<file path="src/rtl/truth_table_sweeper.sv">
// Clocked truth-table sweeper: steps x through 0..15, holds each pattern HOLD_CYCLES
// cycles, samples y on the last edge of each hold window and builds truth/ones_count.
module truth_table_sweeper #(
  parameter int HOLD_CYCLES = 20
) (
  input  logic        clk,
  input  logic        rst_n,
  input  logic        start,
  input  logic        y,
  output logic [3:0]  x,
  output logic        busy,
  output logic        done,
  output logic [15:0] truth,
  output logic [4:0]  ones_count
);

  localparam int HCW = (HOLD_CYCLES > 1) ? $clog2(HOLD_CYCLES) : 1;
  localparam logic [HCW-1:0] HOLD_LAST = HCW'(HOLD_CYCLES - 1);

  typedef enum logic [1:0] {IDLE, DRIVE, FIN} state_t;

  state_t         state, state_next;
  logic [HCW-1:0] hold_cnt;
  logic           capture;

  always_comb begin
    capture    = (state == DRIVE) && (hold_cnt == HOLD_LAST);
    state_next = state;
    case (state)
      IDLE:    if (start) state_next = DRIVE;
      DRIVE:   if (capture && (x == 4'hF)) state_next = FIN;
      FIN:     state_next = IDLE;
      default: state_next = IDLE;
    endcase
  end

  // busy/done are registered copies of the next state so they align with state
  always_ff @(posedge clk or negedge rst_n) begin
    if (!rst_n) begin
      state <= IDLE;
      busy  <= 1'b0;
      done  <= 1'b0;
    end else begin
      state <= state_next;
      busy  <= (state_next == DRIVE);
      done  <= (state_next == FIN);
    end
  end

  always_ff @(posedge clk or negedge rst_n) begin
    if (!rst_n) begin
      x          <= 4'd0;
      hold_cnt   <= '0;
      truth      <= 16'h0000;
      ones_count <= 5'd0;
    end else begin
      case (state)
        IDLE: begin
          if (start) begin
            x          <= 4'd0;
            hold_cnt   <= '0;
            truth      <= 16'h0000;
            ones_count <= 5'd0;
          end
        end
        DRIVE: begin
          if (capture) begin
            truth[x]   <= y;
            ones_count <= ones_count + {4'd0, y};
            hold_cnt   <= '0;
            // pattern 15 is the last one; x parks at 0 instead of wrapping into a new pass
            if (x == 4'hF) x <= 4'd0;
            else           x <= x + 4'd1;
          end else begin
            hold_cnt <= hold_cnt + HCW'(1);
          end
        end
        FIN: x <= 4'd0;
        default: x <= 4'd0;
      endcase
    end
  end

endmodule

</file>
<file path="config.mk">
export PLATFORM = sky130hd
export DESIGN_NAME = truth_table_sweeper
export DESIGN_NICKNAME = d
export VERILOG_FILES = /design/src/rtl/truth_table_sweeper.sv
export SDC_FILE = /design/constraint.sdc
export NUM_CORES = 1
export LEC_CHECK = 0
export CORE_MARGIN = 2
export CORE_UTILIZATION = 58
export CTS_CLUSTER_DIAMETER = 30
export DETAILED_ROUTE_END_ITERATION = 16
export PLACE_DENSITY = 0.85
export SLEW_MARGIN = 10
export SYNTH_ARGS = -nofsm -noshare
export SYNTH_HDL_FRONTEND = slang
export SYNTH_SLANG_ARGS = --single-unit
</file>
<file path="constraint.sdc">
create_clock -name clk -period 4.5 [get_ports clk]
set_input_delay 0.45 -clock clk [delete_from_list [all_inputs] [get_ports clk]]
set_output_delay 0.45 -clock clk [all_outputs]
set_load 0.01 [all_outputs]
</file>
Word level (Yosys, flattened, before mapping). Cells that the tools add are included.

Word-level logic and storage cells: 45. Register bits after elaboration: 34. Input bits: 4. Output and inout port bits: 27.

Reduce and logical (&&, ||, !) cells: 8. Add/sub/neg operators: 3. Order comparisons: 2. Mux-type cells: 18. Eq/ne operators: 7.

Operators by type and width (number): $mux W16 (2); $pmux W16 S2 (1); $pmux W5 S2 (2); $bwmux W16 (1); $mux W5 (3); $mux W4 (3); $pmux W4 S2 (1); $add A5 B1 Y5 (1); $add A5 B1 Y5 const B (1); $eq A5 B5 Y1 const B (1); $lt A4 B5 Y1 const B (1); $add A4 B1 Y4 const B (1); $demux W1 S4 (1); $eq A2 B1 Y1 const B (2); $eq A4 B4 Y1 const B (1); $ge A4 B1 Y1 const B (1); $mux W2 (2); $ne A2 B2 Y1 const B (2); $pmux W2 S2 (1); $reduce_and A2 Y1 (2); $logic_and A1 B1 Y1 (3); $reduce_and A3 Y1 (1); $eq A2 B2 Y1 const B (1); $logic_not A2 Y1 (1); 2 further kinds (2).

Depth between registers and ports, before layout. Gate-level depths: netlist (run 1).

Depth after elaboration: 7. Gate-level depth with buffers: 6. Gate-level depth less buffers: 5.

Least setup slack after synthesis (run 1). No wires, ideal clock.

Path type: flip-flop to flip-flop. Start point: register x[1]. End point: register x[2]. Data required time: 4.431 ns. Arrival: 1.380 ns. Setup slack: 3.051 ns. Clock period less this slack: 1.449 ns. Library setup time: 0.069 ns. Stages on the path, launching flop included: 5. Path buffers: 0. Cells stage by stage: dfrtp_1 > ha_1 > inv_1 > or4_1 > nand3_1.

Longest elaborated chain between the ends: 4. Elaborated cells between the ends (all ways): 5. Those cells by class: add/sub (1); eq/ne (1); mux (3).

Ends and longest elaborated chain: from (decl) (line 10) `output logic [3:0] x,`; from (signal assigned) (line 73) `else x <= x + 4'd1;`; $add A4 B1 Y4 / $eq A4 B4 Y1 (equally long branches) (line 73, 72); $mux W4 (*) (line 72) `if (x == 4'hF) x <= 4'd0;`; $mux W4 (*) (line 67) `if (capture) begin`; $pmux W4 S2 (*) (line 57) `case (state)`.

Every way passes the cells marked *; elsewhere a longest branch is shown, timed or not. The select of a mux whose other input is x is not followed. A chain may end at the register's enable or synchronous reset.

Final worst setup path (run 1).
Start point: register state[0]. End point: register ones_count[3].

Longest elaborated chain between the ends: 4. Elaborated cells between the ends (all ways): 8. Those cells by class: eq/ne (3); mux (1); reduce/logical (4).

Ends and longest elaborated chain: from (decl) (line 22) `state_t state, state_next;`; from (signal assigned) (line 44) `state <= state_next;`; $eq A2 B1 Y1 (line 27, 57); $logic_and A1 B1 Y1 (line 27) `capture = (state == DRIVE) && (hold_cnt == HOLD_LAST);`; $ne A2 B2 Y1 (no line); $reduce_and A3 Y1 (no line); to (signal assigned) (line 69) `ones_count <= ones_count + {4'd0, y};`; to (decl) (line 14) `output logic [4:0] ones_count`.

Parallel ways exist; a longest one is shown, timed or not.

==> flow_summary_export.csv, run 1 <==
group,metric,value,unit
sta,finalSetupViolCount,0,
detailed_routing,drt-initial-drc-count,106,
worst_setup_path,cp.arrival,2.39,ns
min_path,hold_class,"input port to async pin",
place,port_buffers,30,
die,io-pin-count,31,
sta,clock_skew,0.0131,ns
detailed_routing,wirelength,4.55,mm
synth,ys_types,42,
place,gp_congestion,0.851,
synth,synth_top_flop_cell,"dfrtp_1",
synth,synth.cell_area,2020,sq um
power,vdd_drop_max,0.000182,V
worst_setup_path,r2r_slack,2.36,ns
clock_tree,ctsRootBufferMaster,"clkbuf_4",
global_route,grt_pass1_wl,8.03,mm
worst_setup_path,cp-end-kind,"register",
clock_tree,htreeDepth,2,
cells_and_area,fill_cells,275,
place,pre_cts_slack,2.17,ns
cells_and_area,stdcell_area,2340,sq um
worst_setup_path,cp_slowest_cell,"nor2b_1",
worst_setup_path,cpPeakStageDelay,0.76,ns
sta,maxSlewViolCount,0,
worst_setup_path,timing.rr.end,"ones_count[3]",
clock_tree,cts_sinks,34,
detailed_routing,antenna_left,0,
sta,tns,0,ns
worst_setup_path,critPathBufInv,1,
die,core_region_area,3340,sq um
global_route,antenna_found_initial,0,
sta,fin_crit_sh,47.5,%
die,rows,21,
global_route,grt_pass1_vias,1701,
power,leakage,1.12,nW
detailed_routing,vias,1715,
synth,synth_edf_count,0,
worst_setup_path,path_class,"register to register",
worst_setup_path,r2r_cells,4,
place,placed_area,2280,sq um
worst_setup_path,cp_cell_sequence,"nor2b_1, buf_4, nand2_2, o31ai_1",
place,post-dp-hpwl,3.13,mm
clock_tree,tritoncts,"yes",
sta,worstMarginPinSlew,1.06,ns
power,powerDensity,222,nW/um^2
clock_tree,ctsResizeCount,0,
global_route,grt_max_degree,35,
cells_and_area,num-nets-final,237,
synth,syn_avg_cell_area,10.0,sq um
synth,syn_inst,202,
worst_setup_path,reg2reg_from,"state[0]",
worst_setup_path,setup.worst_path.end,"ones_count[3]",
die,start_util,60.5,%
cells_and_area,final_layout_size_suffix_gt1_share,11.0,%
synth,synth-async-reset-ratio,100,%
die,die_h,63.0,um
worst_setup_path,crit_cells,4,
detailed_routing,drc,0,
clock_tree,post_cts_buffers,0,
synth,yosys_warnings,0,
sta,max_freq,468,MHz
global_route,track_usage,25.8,%
global_route,grt_overflow_total,0,
sta,rsz0062_at_grt,"no",
clock_tree,cts_hold_buf,0,
detailed_routing,vias_per_cell,6.28,
synth,ys_seq_area_share,42.1,%
die,die_w,63.0,um
detailed_routing,wl_per_cell,16.7,um
clock_tree,clk_latency,0.35,ns
sta,timing_hold_violations_final,0,
die,die-area,3970,sq um
synth,synth-seq-cells,34,
cells_and_area,area_growth,15.7,%
clock_tree,numCtsBuffers,5,
worst_setup_path,required,4.76,ns
clock_tree,clockBufferDepth,2,
run,max-cap-violations,0,
worst_setup_path,cp-startpoint,"state[0]",
clock_tree,clk_pin_slew,0.11,ns
synth,syn_nets,213,
worst_setup_path,worst-path-max-fanout,14,
sta,slew_headroom,29.2,%
sta,fin_crit,2.14,ns
worst_setup_path,cp-start-kind,"register",
detailed_routing,dr.pass1.iters,4,
sta,setup_slack,2.36,ns
worst_setup_path,cpLargestDelayFamily,"simple AND/OR/NAND/NOR gates",
cells_and_area,num_antenna_cells,0,
outcome,status,"finished, final reports clean",
routing by layer:
metal  routed length, um  track usage (%)
met5                   0                0
met4                  80             11.4
met3                 287             7.21
met2                2290             41.5
met1                1890             32.3
registers in the layout, indices dropped and copies added (netlist names):
signal and count:
ones_count 5, x 4, state 2, hold_cnt 5, done 1, busy 1
truth 16
metrics by stage:
stage	utilization [%]	hold WS [ns]	std cells	power (mW)
2_1_floorplan	-	0.154	202	0.325
3_3_place_gp	68.2	0.514	265	0.342
3_5_place_dp	68.2	0.521	265	0.344
4_1_cts	70.0	0.513	273	0.520
5_1_grt	70.0	0.540	273	0.539
6_report	70.0	0.492	273	0.519
cells in the final DEF, fill, tap and decap left out, drive strengths merged, types with 2 or more instances in the layout:
master          n
a211o           3
a21oi           4
and3b           2
buf             3
clkbuf          7
clkdlybuf4s50  30
dfrtp          34
ha              7
inv            11
mux2i           6
nand2          17
nand2b          3
nand3          28
nand3b          6
nand4          12
nor2            5
nor2b           4
o211ai         21
o21ai           3
o22ai           2
o311ai          3
o31ai           3
worst register-to-register path: stages (launching register included):
cell and delay (ns):
dfrtp_1 0.56, nor2b_1 0.77, buf_4 0.34, nand2_2 0.11, o31ai_1 0.27
how the worst min path moves through the flow:
stage          slack (ns)             to  depth (start not counted)
3_5_place_dp         0.52  ones_count[2]                          1
2_1_floorplan        0.15           busy                          0
3_3_place_gp         0.51    hold_cnt[1]                          1
5_1_grt              0.54    hold_cnt[3]                          2
6_report             0.49       truth[0]                          2
4_1_cts              0.51       truth[0]                          2
cell usage after synthesis (all sizes together), types with 2 or more instances:
cell | n | area share, %
inv | 11 | 2.0
and3b | 2 | 0.87
o211ai | 21 | 11
o22ai | 2 | 0.62
buf | 13 | 5.5
nand2 | 17 | 3.3
clkbuf | 3 | 0.62
ha | 7 | 4.3
a21oi | 4 | 0.99
a211o | 3 | 1.3
nand3 | 28 | 6.9
o21ai | 3 | 0.74
o31ai | 3 | 1.4
nand4 | 12 | 3.7
nor2b | 4 | 1.2
o311ai | 3 | 1.7
nand2b | 3 | 0.93
mux2i | 6 | 3.0
nor2 | 5 | 0.93
nand3b | 6 | 2.2
dfrtp | 34 | 42
report_power, final:
part | internal (mW) | switching (mW)
clock | 0.0757 | 0.106
sequential | 0.309 | 0.00241
combinational | 0.0113 | 0.0147
final cells by class:
type / instances / area [sq um] / share of cell area, %
clock buffer: 7 / 55.1 / 2.36
tap: 46 / 57.6 / 2.46
sequential: 34 / 851 / 36.4
timing repair buffer: 33 / 323 / 13.8
multi-input combinational: 141 / 1000 / 43.0
inverter: 11 / 41.3 / 1.77
clock inverter: 1 / 5.00 / 0.214
cells by family after synthesis:
group / after synthesis / share of synthesized area [%]
flip-flops: 34 / 42.1
buffers and inverters: 27 / 8.12
multiplexers: 6 / 2.97
AND/OR/NAND/NOR: 85 / 23.4
adder cells (fa/ha/maj): 7 / 4.34
AO/OA/AOI/OAI: 43 / 19.0
Power figures use the tool's default switching activity.
==> run 2, diff against run 1 <==
--- a/config.mk
+++ b/config.mk
@@ -6,10 +6,10 @@
 export NUM_CORES = 1
 export LEC_CHECK = 0
 export CORE_MARGIN = 2
-export CORE_UTILIZATION = 58
+export CORE_UTILIZATION = 54
 export CTS_CLUSTER_DIAMETER = 30
 export DETAILED_ROUTE_END_ITERATION = 16
-export PLACE_DENSITY = 0.85
+export PLACE_DENSITY = 0.8
 export SLEW_MARGIN = 10
 export SYNTH_ARGS = -nofsm -noshare
 export SYNTH_HDL_FRONTEND = slang
==> constraint.sdc (replaced) <==
create_clock -name clk -period 2.1 [get_ports clk]
set_input_delay 0.21 -clock clk [delete_from_list [all_inputs] [get_ports clk]]
set_output_delay 0.21 -clock clk [all_outputs]
set_load 0.01 [all_outputs]
==> flow_summary_export.csv, run 2 (same netlist as run 1, synthesis figures left out) <==
group,metric,value,unit
power,combPwrFrac,4.4,%
power,p_clk_share,39.9,%
place,gp_congestion,0.780,
die,rows,22,
clock_tree,ctsResizeCount,0,
sta,holdWs,0.332,ns
sta,max_freq,551,MHz
global_route,track_usage,23.6,%
detailed_routing,wirelength,4.34,mm
detailed_routing,wl_met2,1.98,mm
sta,tns,0,ns
detailed_routing,drc,0,
detailed_routing,wl_per_cell,15.6,um
clock_tree,post_cts_buffers,0,
detailed_routing,antenna_left,0,
cells_and_area,num-nets-final,242,
clock_tree,numCtsBuffers,5,
clock_tree,ctsRootBufferMaster,"clkbuf_8",
sta,fin_crit_sh,86.4,%
cells_and_area,final_cell_mix,"dfrtp_1, clkdlybuf4s50_1, nand3_1",
clock_tree,cts_sinks,34,
die,io-pin-count,31,
worst_setup_path,worst-path-max-fanout,12,
clock_tree,cts_hold_buf,0,
global_route,grt_pass1_wl,7.60,mm
global_route,antenna_found_initial,0,
cells_and_area,top_register,"truth",
sta,clock_skew,0.00412,ns
global_route,grt_pass1_vias,1589,
min_path,hold_class,"input port to async pin",
sta,fin_crit,1.81,ns
sta,finalSetupViolCount,0,
power,power_switching,0.259,mW
detailed_routing,vias_per_cell,5.97,
detailed_routing,vias,1659,
place,post-dp-hpwl,2.99,mm
detailed_routing,wl_met1,2.04,mm
sta,rsz0062_at_grt,"no",
clock_tree,htreeDepth,2,
die,die_h,65.2,um
worst_setup_path,cp-start-kind,"register",
detailed_routing,wl_met3,247,um
cells_and_area,area_growth,20.7,%
place,port_buffers,30,
die,die_w,65.2,um
cells_and_area,reg.largest.list,"truth x16, hold_cnt x5, ones_count x5",
worst_setup_path,cp-end-kind,"register",
sta,maxSlewViolCount,0,
detailed_routing,routed.top_layer,"met4",
worst_setup_path,cp.arrival,2.02,ns
power,swShare,21.7,%
power,vdd_drop_max,0.000365,V
clock_tree,clk_latency,0.28,ns
sta,slew_headroom,66.2,%
worst_setup_path,path_class,"register to register",
sta,worstMarginPinSlew,0.507,ns
clock_tree,clk_pin_slew,0.07,ns
worst_setup_path,required,2.30,ns
clock_tree,tritoncts,"yes",
power,leakage,1.17,nW
global_route,grt_max_degree,35,
die,start_util,55.6,%
cells_and_area,final_layout_size_suffix_gt1_share,12.6,%
die,core_region_area,3630,sq um
detailed_routing,drt-initial-drc-count,76,
outcome,status,"finished, final reports clean",
detailed_routing,dr.pass1.iters,4,
cells_and_area,mostFrequentLayoutCell,"dfrtp_1",
power,seq_power_share,55.6,%
die,die-area,4250,sq um
sta,timing_hold_violations_final,0,
global_route,grt_overflow_total,0,
run,max-cap-violations,0,
cells_and_area,largest_reg_flops,16,
power,powerDensity,491,nW/um^2
cells_and_area,num_antenna_cells,0,
clock_tree,clockBufferDepth,2,
power,p_int,0.938,mW
## run 2: power groups by stage
stage	registers [mW]	clock network (mW)	logic, mW
finish	0.666	0.478	0.0533
global placement	0.678	0	0.0542
floorplan	0.682	0	0.0138
CTS	0.666	0.488	0.0552
global route	0.666	0.521	0.0610
detailed placement	0.679	0	0.0549
## run 2: worst paths after layout
kind | start | endpoint | slack (ns) | cells past startpoint
worst min register to register | truth[12] | truth[12] | 0.53 | 2
worst min-delay path | rst_n | hold_cnt[2] | 0.33 | 2
worst max register to register | hold_cnt[0] | truth[6] | 0.29 | 5
min in group clk | truth[12] | truth[12] | 0.53 | 2
max in group asynchronous | rst_n | x[0] | 1.45 | 2
worst max-delay path | hold_cnt[0] | truth[6] | 0.29 | 5
## run 2: final cells by class
type                       count  area, sq um
clock buffer                   6         82.6
fill                         313         1200
inverter                      11         41.3
multi-input combinational    141         1000
sequential                    34          851
tap                           48         60.1
timing repair buffer          38          398
## run 2: worst max-delay path: stages (launching register included)
cell	delay, ns
dfrtp_1	0.41
ha_1	0.25
and4bb_1	0.54
buf_12	0.19
nand2_1	0.13
o211ai_1	0.21
## run 2: per-layer routing
metal | track usage, % | vias up
met1 | 32.3 | 801
met3 | 5.31 | 8
met5 | 0 | -
li1 | - | 804
met2 | 37.8 | 46
met4 | 7.03 | 0
## run 2: through the flow
stage	instance area, sq um	utilization [%]	power (mW)	setup WS (ns)	instances
2_1_floorplan	2020	-	0.696	0.651	202
3_3_place_gp	2350	64.8	0.733	0.291	272
3_5_place_dp	2350	64.8	0.734	0.307	272
4_1_cts	2440	67.1	1.21	0.284	278
5_1_grt	2440	67.1	1.25	0.161	278
6_report	2440	67.1	1.20	0.286	278
